==> src/rtl/fifo_rd_pkg.sv <==
// Shared state encoding for the FIFO frame reader.
package fifo_rd_pkg;

    typedef enum logic [3:0] {
        S_IDLE  = 4'd0,
        S_PRE   = 4'd1,
        S_READ  = 4'd2,
        S_DRAIN = 4'd3,
        S_DONE  = 4'd4,
        S_ABRT  = 4'd5
    } fr_state_t;

endpackage

==> src/rtl/fifo_frame_read.sv <==
// Frame reader: pops a runtime-selected number of words from a 1-cycle-latency FIFO
// and packs them MSB-first into a wide result register.
module fifo_frame_read
    import fifo_rd_pkg::*;
#(
    parameter int DW    = 8,
    parameter int NWORD = 12,
    parameter int LW    = $clog2(NWORD + 1)
) (
    input  logic                clk,
    input  logic                rst,
    input  logic                fs,
    output logic                fd,
    input  logic                err,
    input  logic [LW-1:0]       frame_len,
    input  logic [DW-1:0]       fifo_rxd,
    input  logic                fifo_empty,
    output logic                fifo_rxen,
    output logic [NWORD*DW-1:0] res,
    output logic                res_vld,
    output logic                aborted,
    output logic [3:0]          state_fr
);

    localparam int RW = NWORD * DW;
    localparam int IW = $clog2(RW);
    localparam logic [LW-1:0] NW_L = LW'(NWORD);

    fr_state_t         r_state;
    logic              r_rxen_d;
    logic [LW-1:0]     r_rd_cnt;
    logic [LW-1:0]     r_wr_cnt;
    logic [LW-1:0]     r_len;
    logic              r_fd;
    logic              r_res_vld;
    logic              r_aborted;
    logic [RW-1:0]     r_res;

    logic              w_busy;
    logic              w_abort;
    logic              w_rxen;
    logic              w_cap;
    logic [IW-1:0]     w_lsb;

    assign w_busy  = (r_state == S_PRE) || (r_state == S_READ) || (r_state == S_DRAIN);
    assign w_abort = w_busy && err;
    // err suppresses the read in the same cycle so an aborted frame pops nothing more
    assign w_rxen  = (r_state == S_READ) && !fifo_empty && (r_rd_cnt < r_len) && !err;
    assign w_cap   = r_rxen_d && ((r_state == S_READ) || (r_state == S_DRAIN)) && !err
                     && (r_wr_cnt < r_len);
    assign w_lsb   = IW'((NWORD - 1 - int'(r_wr_cnt)) * DW);

    always_ff @(posedge clk or posedge rst) begin
        if (rst) begin
            r_state   <= S_IDLE;
            r_rxen_d  <= 1'b0;
            r_rd_cnt  <= '0;
            r_wr_cnt  <= '0;
            r_len     <= '0;
            r_fd      <= 1'b0;
            r_res_vld <= 1'b0;
            r_aborted <= 1'b0;
            r_res     <= '0;
        end else begin
            r_rxen_d <= w_rxen;
            if (w_cap) begin
                r_res[w_lsb +: DW] <= fifo_rxd;
                r_wr_cnt           <= r_wr_cnt + LW'(1);
            end
            if (w_rxen)
                r_rd_cnt <= r_rd_cnt + LW'(1);
            if (w_abort) begin
                r_state   <= S_ABRT;
                r_fd      <= 1'b1;
                r_aborted <= 1'b1;
            end else begin
                case (r_state)
                    S_IDLE: if (fs) begin
                        r_state <= S_PRE;
                        r_len   <= (frame_len == '0 || frame_len > NW_L) ? NW_L : frame_len;
                    end
                    S_PRE: begin
                        r_rd_cnt  <= '0;
                        r_wr_cnt  <= '0;
                        r_res     <= '0;
                        r_res_vld <= 1'b0;
                        r_aborted <= 1'b0;
                        r_state   <= S_READ;
                    end
                    S_READ: if (w_rxen && (r_rd_cnt + LW'(1) == r_len))
                        r_state <= S_DRAIN;
                    S_DRAIN: if (r_wr_cnt == r_len) begin
                        r_state   <= S_DONE;
                        r_fd      <= 1'b1;
                        r_res_vld <= 1'b1;
                    end
                    S_DONE, S_ABRT: if (!fs) begin
                        r_state <= S_IDLE;
                        r_fd    <= 1'b0;
                    end
                    default: begin
                        r_state <= S_IDLE;
                        r_fd    <= 1'b0;
                    end
                endcase
            end
        end
    end

    assign fifo_rxen = w_rxen;
    assign fd        = r_fd;
    assign res       = r_res;
    assign res_vld   = r_res_vld;
    assign aborted   = r_aborted;
    assign state_fr  = r_state;

endmodule

==> config.mk <==
export PLATFORM = sky130hd
export DESIGN_NAME = fifo_frame_read
export DESIGN_NICKNAME = d
export VERILOG_FILES = /design/src/rtl/fifo_rd_pkg.sv /design/src/rtl/fifo_frame_read.sv
export SDC_FILE = /design/constraint.sdc
export NUM_CORES = 1
export LEC_CHECK = 0
export ABC_AREA = 0
export BUFFER_PORTS_ARGS = -buffer_cell sky130_fd_sc_hd__buf_2
export CAP_MARGIN = 10
export CORE_MARGIN = 3
export CORE_UTILIZATION = 30
export DETAILED_ROUTE_END_ITERATION = 6
export SYNTH_ARGS = -nofsm -noshare
export SYNTH_HDL_FRONTEND = slang
export SYNTH_SLANG_ARGS = --single-unit
==> constraint.sdc <==
create_clock -name clk -period 5.55 [get_ports clk]
set_input_delay 0.2775 -clock clk [delete_from_list [all_inputs] [get_ports clk]]
set_output_delay 0.2775 -clock clk [all_outputs]
set_load 0.01 [all_outputs]
# After elaboration in Yosys (flattened, before gate mapping)
# Index checks and enable logic that the tools add are counted.
[word_totals]
reg_bits = 116
in_bits = 17
out_inout_bits = 104
elab_cells = 80
[classes]
addsub = 4
n_lt_le_gt_ge = 3
n_eq_ne = 13
shifts = 2
n_mux = 24
bitwise = 1
reduce_logical = 24
[op_table]
columns = ["operator", "count"]
rows = [
  ["$mux 96", 3],
  ["$bwmux 96", 1],
  ["$shift 8x9->96 const A", 1],
  ["$shiftx 8x9->96", 1],
  ["$mux 4", 12],
  ["$pmux 4 s5", 1],
  ["$neg 7->9", 1],
  ["$reduce_and 3->1", 3],
  ["$add 4x1->4 const B", 2],
  ["$eq 4x2->1 const B", 2],
  ["$eq 4x3->1 const B", 2],
  ["$eq 4x4->1", 2],
  ["$logic_and 1x1->1", 8],
  ["$logic_not 4->1", 2],
  ["$lt 4x4->1", 2],
  ["$ne 3x2->1 const B", 2],
  ["$ne 3x3->1 const B", 2],
  ["$mux 1", 5],
  ["$eq 4x1->1 const B", 1],
  ["$gt 4x4->1 const B", 1],
  ["$logic_or 1x1->1", 4],
  ["$ne 2x1->1 const B", 2],
  ["$reduce_and 4->1", 1],
  ["$reduce_bool 2->1", 2],
  ["7 further kinds", 8],
]

# Depth between registers and ports, before layout
# Gate-level depths: netlist (run 1).
[logic_depth]
word_depth = 8
depth_mapped = 9
depth_no_buf = 6

# Worst setup path before layout (run 1)
# Ideal clock, no wire load.
[synth_timing]
kind = "reg-to-reg"
from = "reg r_wr_cnt[2]"
to = "reg r_res[16], in the netlist res[16]"
setup_ns = 0.132
t_arrival_ns = 2.290
t_required_ns = 5.418
setup_slack_ns = 3.128
path_stages_with_launch = 8
n_path_buf = 1
synth_period_minus_slack_ns = 2.422
path_cell_list = "dfrtp_1 buf_2 inv_1 ha_1 a21boi_2 o41ai_2 nand4_2 mux2i_1"
[synth_via]
elab_chain_cells = 7
word_cells_on_any_way = 10
cone_classes = "add/sub: 2; order compare: 1; shift: 2; mux: 4; reduce/logical: 1"
[synth_lines]
columns = ["element", "line", "rtl"]
rows = [
  ["from (decl)", "fifo_frame_read.sv:32", "logic [LW-1:0] r_wr_cnt;"],
  ["from (signal assigned)", "fifo_frame_read.sv:68", "r_wr_cnt <= r_wr_cnt + LW'(1);"],
  ["$sub 4x4->4", "fifo_frame_read.sv:51", "assign w_lsb = IW'((NWORD - 1 - int'(r_wr_cnt)) * DW);"],
  ["$neg 7->9", "fifo_frame_read.sv:67", "r_res[w_lsb +: DW] <= fifo_rxd;"],
  ["$shiftx 8x9->96 / $shift 8x9->96 (equally long branches)", "fifo_frame_read.sv:67", ""],
  ["$bwmux 96", "fifo_frame_read.sv:67", ""],
  ["$mux 96 (*)", "fifo_frame_read.sv:66", "if (w_cap) begin"],
  ["$mux 96", "fifo_frame_read.sv:77", "case (r_state)"],
  ["$mux 96 (*)", "fifo_frame_read.sv:72", "if (w_abort) begin"],
  ["to (signal, indexed assignment)", "fifo_frame_read.sv:67", ""],
  ["to (decl)", "fifo_frame_read.sv:37", "logic [RW-1:0] r_res;"],
]
# Mark *: on every way between the ends. The rest lies on a longest branch, timed or not.
# A chain may end at the register's enable or synchronous reset.

# Worst setup path after layout (run 1)
[layout_timing]
from = "reg r_wr_cnt[2]"
to = "reg r_res[33], in the netlist res[33]"
# Same word-level chain as after synthesis.

==> metrics.txt, run 1 <==
status=completed; WL per Instance=around 18 µm; XOR/XNOR Fraction of Synth Area=between 1 and 1.5%; post_cts resized=0; global-route wire length before repair=between 20000 and 30000 µm; Setup violations, final=0; TritonCTS Buffers=17; Max Clock Skew=roughly 0.019 ns; DR iter-0 viols=between 200 and 300; CP Capture Point=res[33]$_DFF_PP0_; Pwr per Cell Area=approximately 340 nW/µm²; count leader, synth=nand2_1; min cycle time layout=around 3 ns; Metal-1 WL=7310 µm; CP Launch Type=flip-flop; area of the mapped netlist=approximately 5800 µm²; TritonRoute pass-1 iters=4; CP Launch Point=r_wr_cnt[2]$_DFF_PP0_; CTS Hold Bufs=0; CTS tree=yes; ranking of synthesized cells by area=dfrtp_1 (50%), mux2i_1 (14%), nand2_1 (7.7%); CP Class=flip-flop to flip-flop; setup_tns=0 ns; Max Fanout on Critical Path=11; Final Slew Violations=0; R2R Path Start=r_wr_cnt[2]$_DFF_PP0_; Post-Synth Adder-Cell Area=~2.8%; Avg Cell Area, Syn=a little over 10 µm²; multiplexer share of the synthesized area=a little over an eighth; R2R Setup Slk=between 2 and 3 ns; predominant post-synthesis flop cell=dfrtp_1; worst-margin pin slew=approximately 1 ns; main combinational cell family by area after synthesis=simple AND/OR/NAND/NOR gates; # clock sinks=approximately 120; Hold Fails Final Rpt=0; Mapped Nets=approximately 590; Worst-path clk slew=0.06 ns; Core Area=18800 µm²; Longest Clk Path Bufs=2; Worst Hold Class=input pin to async pin; list of most frequent post-synthesis cells=nand2_1 (118), dfrtp_1 (115), mux2i_1 (78), nand3_1 (28), inv_1 (24); CTS root buf=clkbuf_16; Compound-Gate Fraction of Synth Area=9.44%; routed wl met2=7620 µm; Yosys top cell area share=roughly 50%; drt drc=0; Synth warnings=0; Initial Utilization=between 30% and 40%; EDFF count, synth=0; grt ovf=0; clock latency on the worst-skew pair=0.42 ns; final period utilization=52.6%; post-DP HPWL=approximately 11000 µm; post-synthesis async set-or-reset flop share=100%; I/O pin cnt=121; Post-DRT Antenna Nets=0; R2R cell count=6; RSZ-0062 raised after global routing=false; Final GP Congestion=about 0.76; Rows=50; Cells after Synth=557; crit path DAT=3.24 ns; peak supply drop=around 0.00017 V; leak pwr=between 0.003 and 0.004 µW; Distinct cells, synth=54; Die X-Extent=144 µm; largest net degree at the start of global routing=87; Die H=around 140 µm; Top Metal Used=met4; routed vias/inst=4.98; Simple-Gate Fraction of Synth Area=18.6%; r2r endpoint=res[33]$_DFF_PP0_; vias in the first global route=around 4500; Max Cap Violations=0; post-synthesis sequential area ratio=between 50% and 60%; initial antenna violation count=0; Critical Path RT=5.87 ns; flops & latches, synth=115; H-tree Lvls=4; final WL=16100 µm; Post-CTS Setup Bufs=0; Worst Setup End Kind=flip-flop; Fmax=about 340 MHz; Fin Hold WS=approximately 0.096 ns; Area Overhead vs Synth=22.8%; WL met3=1060 µm; ratio of cells with drive above 1 in the final layout=between 20% and 30%; Total GRT Usage=roughly 16%; I/O Buffers=~120; Layout Nets=roughly 690; Antenna Cells=0; via count=between 4000 and 5000; largest area contributor in the netlist=dfrtp_1; Die Footprint=roughly 21000 µm²; Max-slew headroom=33.7%
==> layout make-up <==
type / count / area [µm²]
inverter: 24 / 92.6
tap: 234 / 293
fill: 1928 / 11700
multi-input combinational: 381 / 2630
timing repair buffer: 122 / 618
clock buffer: 17 / 425
clock inverter: 15 / 135
sequential: 115 / 2880
==> per-stage QoR <==
step                      area, µm²  total power (µW)  util [%]  setup slack, ns  cells
after floorplan                5750              1290         -             2.23    557
after global placement         6510              1420      34.7             2.73    876
after detailed placement       6510              1420      34.7             2.68    876
after CTS                      7070              2460      37.7             2.63    908
after global routing           7070              2570      37.7             2.42    908
final                          7070              2430      37.7             2.63    908
==> kinds of logic (layout without fill, tap and decap cells) <==
group	count (synthesis)	count (layout)
multiplexers	78	78
AO/OA/AOI/OAI	70	70
AND/OR/NAND/NOR	214	214
XOR/XNOR	5	5
buffers and inverters	61	178
flip-flops	115	115
adder cells (fa/ha/maj)	13	13
other	1	1
==> layer usage <==
layer | global-route usage, % | vias to the layer above
li1 | - | 2166
met2 | 24.0 | 116
met1 | 22.2 | 2232
met3 | 3.97 | 6
met5 | 0 | -
met4 | 4.47 | 0
==> worst max-delay path, stage by stage, from the launching register on <==
cell and delay, ns:
dfrtp_1 0.53, inv_1 0.16, ha_1 0.38, a21boi_2 0.22
o41ai_2 0.77, nand4_2 0.47, mux2i_1 0.30
==> state kept, by name (all words and copies together) (netlist names) <==
name,cells
res_vld,1
r_len,4
r_rd_cnt,4
state_fr,3
r_wr_cnt,4
aborted,1
r_rxen_d,1
res,96
fd,1
==> where the power goes <==
group / leakage, µW / internal [µW] / switching [µW]
sequential: 0.00159 / 879 / 49.1
clock: 0.000274 / 618 / 414
combinational: 0.00209 / 142 / 329
==> worst min-delay path by stage <==
stage / startpoint / endpoint / slack [ns] / cells past startpoint
6_report: rst / r_len[0]$_DFFE_PP0P_ / 0.1 / 2
5_1_grt: frame_len[0] / r_len[0]$_DFFE_PP0P_ / 0.14 / 3
4_1_cts: frame_len[1] / r_len[1]$_DFFE_PP0P_ / 0.12 / 3
3_5_place_dp: fd$_DFFE_PP0P_ / fd$_DFFE_PP0P_ / 0.47 / 1
3_3_place_gp: fd$_DFFE_PP0P_ / fd$_DFFE_PP0P_ / 0.46 / 1
2_1_floorplan: fifo_rxd[1] / res[49]$_DFF_PP0_ / 0.41 / 2
==> cells in the final DEF (no fill, tap or decap), types with 3 or more instances in the layout <==
cell type and instances:
buf_2 119, nand2_1 118, dfrtp_1 115, mux2i_1 78, nand3_1 28, inv_1 23, a21oi_1 18, clkbuf_16 17
o21ai_0 14, ha_1 13, o31ai_1 12, nor2_1 10, nand4_1 10, nand4_2 9, o32ai_1 8, nor2b_1 6
and3_1 5, nor3_1 5, clkinv_4 5, clkinv_2 4, or4_1 3, and4_1 3, xnor2_1 3, inv_6 3
buf_4 3
No activity file was read; power rests on OpenSTA's default activity.
==> run 2, diff against run 1 <==
==> constraint.sdc (replaced) <==
create_clock -name clk -period 3.03 [get_ports clk]
set_input_delay 0.1515 -clock clk [delete_from_list [all_inputs] [get_ports clk]]
set_output_delay 0.1515 -clock clk [all_outputs]
set_load 0.01 [all_outputs]
==> metrics.txt, run 2 (same netlist as run 1, synthesis figures left out) <==
status=completed; internal power=3140 µW (+92%); Worst Hold Class=input pin to flip-flop; TritonCTS Buffers=17 (unchanged); Setup violations, final=0 (unchanged); worst-margin pin slew=0.905 ns (-0.0889 ns); grt ovf=0 (unchanged); Core Area=18800 µm² (unchanged); Fillers=1909 (-0.99%); R2R cell count=5 (-1); combinational share of power=19.8% (+0.4 points); clock latency on the worst-skew pair=0.42 ns (about the same); final WL=16000 µm (-0.43%); most frequent cells in the layout=buf_2 (119), nand2_1 (118), dfrtp_1 (115); Hold Fails Final Rpt=0 (unchanged); CTS tree=yes; Layout Nets=707 (+2.3%); R2R Setup Slk=0.41 ns (-2.22 ns); Initial Utilization=30.7% (unchanged); Worst-path clk slew=0.06 ns (about the same); total power=4610 µW (+90%); CP Class=flip-flop to flip-flop; ratio of cells with drive above 1 in the final layout=27.7% (+1.4 points); H-tree Lvls=4 (unchanged); Final GP Congestion=0.784 (+3.2%); Total GRT Usage=15.7% (-0.057 points); vias in the first global route=4554 (+1.2%); via count=4629 (+2.4%); most common cell after layout, fill and taps aside=buf_2; Clock Power Share=43.4% (+0.9 points); sequential share of power=36.8% (-1.4 points); leak pwr=0.00405 µW (+2.3%); cell family with most CP delay=simple AND/OR/NAND/NOR gates; drt drc=0 (unchanged); Area Overhead vs Synth=26.1%; Longest Clk Path Bufs=2 (unchanged); Worst Setup End Kind=flip-flop; CTS root buf=clkbuf_16; Post-CTS Setup Bufs=0 (unchanged); CP Launch Type=flip-flop; initial antenna violation count=0 (unchanged); Die H=144 µm (unchanged); Die X-Extent=144 µm (unchanged); DR iter-0 viols=181 (-35%); crit path DAT=2.95 ns (-0.29 ns); Fmax=382 MHz (+11%); R2R Path Start=r_wr_cnt[0]$_DFF_PP0_; Pwr per Cell Area=636 nW/µm² (+85%); Metal-1 WL=7440 µm (+1.8%); largest net degree at the start of global routing=42 (-52%); # clock sinks=115 (unchanged); Post-DRT Antenna Nets=0 (unchanged); TritonRoute pass-1 iters=4 (unchanged); min cycle time layout=2.62 ns (-0.301 ns); Antenna Cells=0 (unchanged); hold path depth=3; Worst Hold End=r_len[2]$_DFFE_PP0P_; crit-path max cell delay=0.54 ns (-0.23 ns); final period utilization=86.5% (+34 points); WL met3=816 µm (-23%); Top Metal Used=met4; Die Footprint=20900 µm² (unchanged); Critical Path RT=3.35 ns (-2.52 ns); design area=7260 µm² (+2.7%); Fin Hold WS=0.0314 ns (-0.0642 ns); Crit-path slowest cell=dfrtp_1; Placed Area=6630 µm² (+2.0%); Finished Layout Cells=924 (+1.8%); sw frac=31.9% (-0.65 points); setup_tns=0 ns (unchanged); Rows=50 (unchanged); Max-slew headroom=39.5% (+5.8 points); critical-path cell list=ha_1, or3b_2, o31ai_4, nand4_2, mux2i_1; Max Cap Violations=0 (unchanged); hold path start=frame_len[2]; routed vias/inst=5.01 (+0.64%); WL per Instance=17.3 µm (-2.2%); routed wl met2=7610 µm (-0.22%); I/O pin cnt=121 (unchanged); sw power=1470 µW (+86%); post-DP HPWL=11100 µm (+1.8%); Final Slew Violations=0 (unchanged); dpl cells=889 (+1.5%); I/O Buffers=119 (unchanged); Worst Path Buf+Inv=0 (-1); r2r endpoint=res[67]$_DFF_PP0_; Max Fanout on Critical Path=12 (+1); peak supply drop=0.000353 V (+110%); RSZ-0062 raised after global routing=false; Max Clock Skew=0.0102 ns (-0.00858 ns); global-route wire length before repair=25400 µm (+0.13%); max reg flops=96 (unchanged)
==> run 2: cell count changes in the layout (fill, tap and decap cells not counted), sizes merged <==
cell / delta
inv: -1
clkbuf: +1
clkinvlp: +2
bufinv: +1
clkinv: -3
buf: +13
dlygate4sd3: +3
==> run 2: final cells by class <==
type                       count  area, µm²  area share [%]
tap                          234        293            4.03
inverter                      24       93.8            1.29
timing repair buffer         138        771            10.6
clock inverter                14        154            2.12
multi-input combinational    381       2630            36.2
sequential                   115       2880            39.7
clock buffer                  18        439            6.05
==> run 2: repair_timing <==
action	4_1_cts	5_1_grt
resized for setup	0	0
hold endpoints to repair	39	0
hold buffers	3	0
==> run 2: worst register-to-register path, delay by kind of cell (launching register included) <==
family                   cells  cell delay [ns]
AO/OA/AOI/OAI                1             0.31
multiplexers                 1             0.31
AND/OR/NAND/NOR              2             0.96
adder cells (fa/ha/maj)      1             0.41
flip-flops                   1             0.54
==> run 2: how the worst max path moves through the flow <==
stage | start | end | slack (ns) | cells past startpoint
after global placement | r_wr_cnt[2]$_DFF_PP0_ | res[38]$_DFF_PP0_ | 0.54 | 6
final | r_wr_cnt[0]$_DFF_PP0_ | res[67]$_DFF_PP0_ | 0.41 | 5
after detailed placement | r_wr_cnt[2]$_DFF_PP0_ | res[22]$_DFF_PP0_ | 0.47 | 6
after CTS | r_wr_cnt[0]$_DFF_PP0_ | res[70]$_DFF_PP0_ | 0.45 | 5
after global routing | r_wr_cnt[0]$_DFF_PP0_ | res[67]$_DFF_PP0_ | 0.21 | 5
after floorplan | r_wr_cnt[2]$_DFF_PP0_ | res[32]$_DFF_PP0_ | 0.61 | 7
==> run 2: per-stage QoR <==
step | utilization, % | setup WS [ns]
2_1_floorplan | - | 0.608
3_3_place_gp | 35.3 | 0.540
3_5_place_dp | 35.3 | 0.471
4_1_cts | 38.7 | 0.453
5_1_grt | 38.7 | 0.215
6_report | 38.7 | 0.409
==> run 2: power by group through the flow <==
stage                     Clock, µW  Sequential (µW)  Combinational (µW)
after global routing           2120             1710                1030
after global placement            0             1730                 911
after floorplan                   0             1700                 676
after detailed placement          0             1730                 914
final                          2000             1700                 913
after CTS                      2040             1700                 923
==> run 2: routing by layer <==
metal,GRT usage (%),vias up
li1,-,2195
met1,21.5,2306
met2,24.7,114
met3,4.10,14
met4,4.27,0
met5,0,-
